File: config.mk
export PLATFORM = sky130hd
export DESIGN_NAME = prog_loader
export DESIGN_NICKNAME = d
export VERILOG_FILES = /design/src/rtl/prog_loader_pkg.sv /design/src/rtl/prog_loader_sat_counter.sv /design/src/rtl/prog_loader.sv
export SDC_FILE = /design/constraint.sdc
export NUM_CORES = 1
export LEC_CHECK = 0
export ABC_AREA = 0
export BUFFER_PORTS_ARGS = -buffer_cell sky130_fd_sc_hd__buf_2
export CAP_MARGIN = 5
export CORE_AREA = 5 5 81 83
export DETAILED_ROUTE_END_ITERATION = 12
export DIE_AREA = 0 0 86 88
export MAX_ROUTING_LAYER = met4
export PLACE_DENSITY_LB_ADDON = 0.2
export SYNTH_ARGS = -nofsm -noshare
export SYNTH_HDL_FRONTEND = slang
export SYNTH_SLANG_ARGS = --single-unit
File: constraint.sdc
create_clock -name Clk -period 2.7 [get_ports Clk]
set_input_delay 0.405 -clock Clk [delete_from_list [all_inputs] [get_ports Clk]]
set_output_delay 0.405 -clock Clk [all_outputs]
set_load 0.02 [all_outputs]
File: src/rtl/prog_loader_pkg.sv
// Shared types and default widths for the program loader.
package prog_loader_pkg;

   localparam int unsigned ADDR_W_DEF  = 10;
   localparam int unsigned INSTR_W_DEF = 9;
   localparam int unsigned CNT_W       = 16;

   typedef enum logic [2:0] {
      S_IDLE,
      S_LOAD,
      S_START,
      S_RUN,
      S_DONE,
      S_ERR
   } state_t;

endpackage

File: src/rtl/prog_loader_sat_counter.sv
// Clear/enable counter that sticks at all-ones instead of wrapping.
module sat_counter
   import prog_loader_pkg::*;
#(
   parameter int unsigned W = CNT_W
) (
   input  logic         Clk,
   input  logic         Reset,
   input  logic         Clr,
   input  logic         En,
   output logic [W-1:0] Count
);

   always_ff @(posedge Clk or negedge Reset) begin
      if (!Reset)
         Count <= '0;
      else if (Clr)
         Count <= '0;
      else if (En && (Count != '1))
         Count <= Count + W'(1);
   end

endmodule

File: src/rtl/prog_loader.sv
// Streams a host program into instruction memory, starts the processor and times its run.
// Optional run timeout enabled by defining PROG_LOADER_TIMEOUT_EN.
module prog_loader
   import prog_loader_pkg::*;
#(
   parameter int unsigned      ADDR_W  = ADDR_W_DEF,
   parameter int unsigned      INSTR_W = INSTR_W_DEF,
   parameter logic [CNT_W-1:0] TIMEOUT = 16'hFFF0
) (
   input  logic               Clk,
   input  logic               Reset,
   input  logic               LoadValid,
   output logic               LoadReady,
   input  logic [INSTR_W-1:0] LoadData,
   input  logic               LoadLast,
   output logic               ImemWe,
   output logic [ADDR_W-1:0]  ImemAddr,
   output logic [INSTR_W-1:0] ImemData,
   output logic               Start,
   input  logic               Ack,
   output logic               Busy,
   output logic               Done,
   output logic               Error,
   output logic [CNT_W-1:0]   CycleCount
);

`ifdef PROG_LOADER_TIMEOUT_EN
   localparam bit TIMEOUT_EN = 1'b1;
`else
   localparam bit TIMEOUT_EN = 1'b0;
`endif

   state_t            state, state_n;
   logic [ADDR_W-1:0] ptr;
   logic [ADDR_W-1:0] cur_addr;
   logic              accept;
   logic              at_top;
   logic              timeout_hit;
   logic              cnt_clr;
   logic              cnt_en;

   assign LoadReady = (state == S_IDLE) || (state == S_LOAD) || (state == S_DONE);
   assign accept    = LoadValid && LoadReady;
   // A fresh program (from IDLE or DONE) always starts at address zero.
   assign cur_addr  = (state == S_LOAD) ? ptr : '0;
   assign at_top    = (cur_addr == '1);
   assign timeout_hit = TIMEOUT_EN && (CycleCount == TIMEOUT);

   always_ff @(posedge Clk or negedge Reset) begin
      if (!Reset)
         state <= S_IDLE;
      else
         state <= state_n;
   end

   always_ff @(posedge Clk or negedge Reset) begin
      if (!Reset) begin
         ptr      <= '0;
         ImemWe   <= 1'b0;
         ImemAddr <= '0;
         ImemData <= '0;
      end else begin
         ImemWe <= accept;
         if (accept) begin
            ImemAddr <= cur_addr;
            ImemData <= LoadData;
            ptr      <= at_top ? cur_addr : cur_addr + ADDR_W'(1);
         end
      end
   end

   always_comb begin
      state_n = state;
      Start   = 1'b0;
      Busy    = 1'b0;
      Done    = 1'b0;
      Error   = 1'b0;
      cnt_clr = 1'b0;
      cnt_en  = 1'b0;
      case (state)
         S_IDLE, S_LOAD, S_DONE: begin
            Busy = (state == S_LOAD);
            Done = (state == S_DONE);
            if (accept) begin
               if (at_top && !LoadLast)
                  state_n = S_ERR;
               else if (LoadLast)
                  state_n = S_START;
               else
                  state_n = S_LOAD;
            end
         end
         S_START: begin
            Start   = 1'b1;
            Busy    = 1'b1;
            cnt_clr = 1'b1;
            state_n = S_RUN;
         end
         S_RUN: begin
            Busy = 1'b1;
            // The Ack cycle and the timeout cycle are not counted.
            if (Ack)
               state_n = S_DONE;
            else if (timeout_hit)
               state_n = S_ERR;
            else
               cnt_en = 1'b1;
         end
         S_ERR: begin
            Error = 1'b1;
         end
         default: begin
            state_n = S_IDLE;
         end
      endcase
   end

   sat_counter #(
      .W (CNT_W)
   ) u_cycle_cnt (
      .Clk   (Clk),
      .Reset (Reset),
      .Clr   (cnt_clr),
      .En    (cnt_en),
      .Count (CycleCount)
   );

endmodule

==> flow_summary_export.csv <==
group,metric,value,unit
clock_tree,clk_latency,300,ps
routing,dr.pass1.iters,4,
grt,globalRouteOverflowTotal,0,
outcome,status,"finished clean",
sta,rsz0062_at_grt,"false",
worst_setup_path,startpoint_type,"register",
routing,wl_per_cell,14.5,um
job,drv_cap,0,
final_layout,fin_cells,384,
die,core-area,5780,um^2
die,std_cell_rows,28,
routing,drc,0,
final_layout,drive_gt1_share,26.5,%
worst_setup_path,crit_slowest_cell,"dfrtp_1",
worst_setup_path,end_kind,"output pin",
sta,setup_violations,0,
sta,fmax,0.445,GHz
power,cellLeakagePower,1.38,nW
clock_tree,clk_root_buffer_cell,"clkbuf_8",
clock_tree,cts_tree,"built",
die,die_y,88,um
clock_tree,cts.sinks,49,
sta,fin_setup_tns,0,ps
sta,period_minus_slack,2250,ps
final_layout,diodes,0,
logic_synthesis,synth-seq-cells,49,
routing,wirelength,5560,um
final_layout,area_delta_synth_final,16.6,%
clock_tree,htree_levels,2,
sta,maxSlewViolCount,0,
clock_tree,numCtsBuffers,5,
die,io_pins,55,
routing,vias_per_cell,5.43,
grt,grt_pass1_vias,1942,
grt,grt_pass1_wl,9480,um
place,place_hpwl,4060,um
sta,tightestPinTransition,656,ps
sta,hold_viol,0,
place,portBuffers,54,
clock_tree,cts.clk_slew.worst_paths,90,ps
logic_synthesis,yosysWarnings,0,
worst_setup_path,cp_max_fo,13,
die,dieArea,7570,um^2
place,gp_congestion,0.858,
power,cellPowerDensity,777,nW/um^2
clock_tree,cts-hold-fix-buffers,0,
worst_setup_path,crit_chain,"or3b_2, inv_1, buf_2",
logic_synthesis,ys_seq_area_share,49.0,%
grt,grtUsageTotal,16.0,%
logic_synthesis,synth_cells,255,
sta,fin_skew,6.47,ps
sta,whs,72.6,ps
clock_tree,post_cts_buffers,0,
logic_synthesis,ys.flop_type,"dfrtp_1",
grt,antenna_found_initial,0,
hold_path,worst_hold_path_type,"in2async",
die,initial_core_util,43.2,%
die,die_w,86,um
worst_setup_path,critPathRequiredTime,2300,ps
logic_synthesis,async_flop_share,100,%
logic_synthesis,syn-num-nets,271,
clock_tree,cts_resized,0,
routing,vias,2085,
logic_synthesis,syn_area_per_cell,9.80,um^2
worst_setup_path,arrival,1840,ps
final_layout,fin_nets,324,
sta,timing.final.crit_share,83.2,%
sta,maxSlewHeadroom,55.9,%
worst_setup_path,slowest_delay,570,ps
worst_setup_path,critPathTopFamily,"flip-flops",
power,peakVddDrop,0.648,mV
routing,postRouteAntennaNets,0,
place,dp_cells,376,
logic_synthesis,synthesis.area,2500,um^2
worst_setup_path,path_buf_inv,2,
routing,drt_iter0_drc,95,
logic_synthesis,ys_types,50,
logic_synthesis,synth_edf_count,0,
grt,grt_max_degree,28,
clock_tree,cts_buffer_depth,2,
worst_setup_path,crit_type,"reg2out",
==> layer usage <==
layer / up-vias / track usage (%) / part of all wire (%)
li1: 1043 / - / -
met1: 986 / 22.8 / 49
met2: 51 / 23.1 / 45
met3: 5 / 3.39 / 5.0
met4: 0 / 4.32 / 1.0
met5: - / - / 0
==> cells in the mapped netlist, types with 2 or more instances <==
cell / count / area (um^2)
dfrtp_1: 49 / 1230
nand2_1: 54 / 203
a22o_1: 6 / 52.6
nor3b_1: 2 / 15.0
o211ai_1: 2 / 15.0
ha_1: 2 / 25.0
nor2_1: 7 / 26.3
xor2_1: 2 / 17.5
o22a_1: 2 / 17.5
and4_1: 4 / 35.0
and2_1: 5 / 31.3
or4_4: 2 / 22.5
and3_1: 2 / 12.5
inv_1: 6 / 22.5
nor3_1: 10 / 50.1
a21oi_2: 2 / 17.5
xnor2_1: 5 / 43.8
buf_6: 3 / 33.8
clkbuf_1: 4 / 15.0
mux2i_1: 2 / 20.0
nand3_1: 10 / 50.1
nor4_1: 5 / 31.3
o21a_1: 2 / 15.0
a21oi_1: 10 / 50.1
o21ai_0: 7 / 35.0
o31ai_1: 6 / 45.0
nand4_4: 2 / 42.5
nand4_1: 7 / 43.8
a31oi_1: 5 / 31.3
or3_1: 4 / 25.0
mux2_2: 3 / 33.8
buf_2: 5 / 25.0
==> per-stage QoR <==
stage	power, mW	instance area [um^2]	worst slack (ps)	utilization (%)
after detailed placement	1.83	2820	527	48.8
final	2.26	2910	452	50.4
after global placement	1.82	2820	620	48.8
after CTS	2.29	2910	459	50.4
after floorplan	1.59	2500	523	-
after global routing	2.43	2910	340	50.4
==> where the power goes <==
part           internal (mW)  total (mW)  switching [mW]
Combinational          0.288       0.803           0.514
Clock                  0.188       0.454           0.267
Sequential             0.863        1.01           0.143
==> state kept, by name (all words and copies together), names as in the netlist <==
register	count
ImemAddr	10
ptr	10
state	3
u_cycle_cnt.Count	16
ImemData	9
ImemWe	1
==> logic make-up after synthesis <==
family	share of synthesized area, %
adders and majority gates	1.00
xor gates and xnor gates	2.45
buffers and inverters	3.85
and+or+nand+nor	28.5
muxes	2.15
AOI/OAI and AO/OA	13.0
DFF	49.0
==> worst register-to-register path, cell delays in order, from the launching register on <==
cell and delay, ps:
dfrtp_1 530, nor3b_2 270, and2_1 180, ha_1 190
and4_1 250, nand4_1 160, nand2_1 170, mux2_2 350
==> path summary, 6_finish.rpt <==
check                            start                    to  slack, ps  cells past startpoint
max reg2reg                   state[0]                ptr[1]        490                      7
min                              Reset  u_cycle_cnt.Count[4]         70                      1
max                           state[1]                 Start        450                      3
min reg2reg                ImemData[3]           ImemData[3]        480                      2
max in group asynchronous        Reset  u_cycle_cnt.Count[2]       1890                      2
min in group Clk           LoadData[3]           ImemData[3]        280                      3
==> layout by cell type, fill, tap and decap left out, types with 2 or more instances in the layout <==
cell type  synthesis  final
nand2_1           54     54
buf_2              5     54
dfrtp_1           49     49
a21oi_1           10     10
nand3_1           10     10
nor3_1            10     10
nor2_1             7      7
nand4_1            7      7
o21ai_0            7      7
inv_1              6      6
o31ai_1            6      6
a22o_1             6      6
and2_1             5      5
nor4_1             5      5
a31oi_1            5      5
xnor2_1            5      5
clkbuf_8           0      5
and4_1             4      4
or3_1              4      4
buf_4              0      4
mux2_2             3      3
nor3b_1            2      2
nand4_4            2      2
or4_4              2      2
a21oi_2            2      2
and3_1             2      2
o211ai_1           2      2
mux2i_1            2      2
o21a_1             2      2
o22a_1             2      2
xor2_1             2      2
ha_1               2      2
==> layout make-up <==
type | count | area [um^2]
Clock buffer | 5 | 68.8
Fill cell | 565 | 2870
Inverter | 6 | 22.5
Sequential cell | 49 | 1230
Timing Repair Buffer | 58 | 300
Tap cell | 75 | 93.8
Clock inverter | 3 | 25.0
Multi-Input combinational cell | 188 | 1180
No activity file was read; power rests on OpenSTA's default activity.
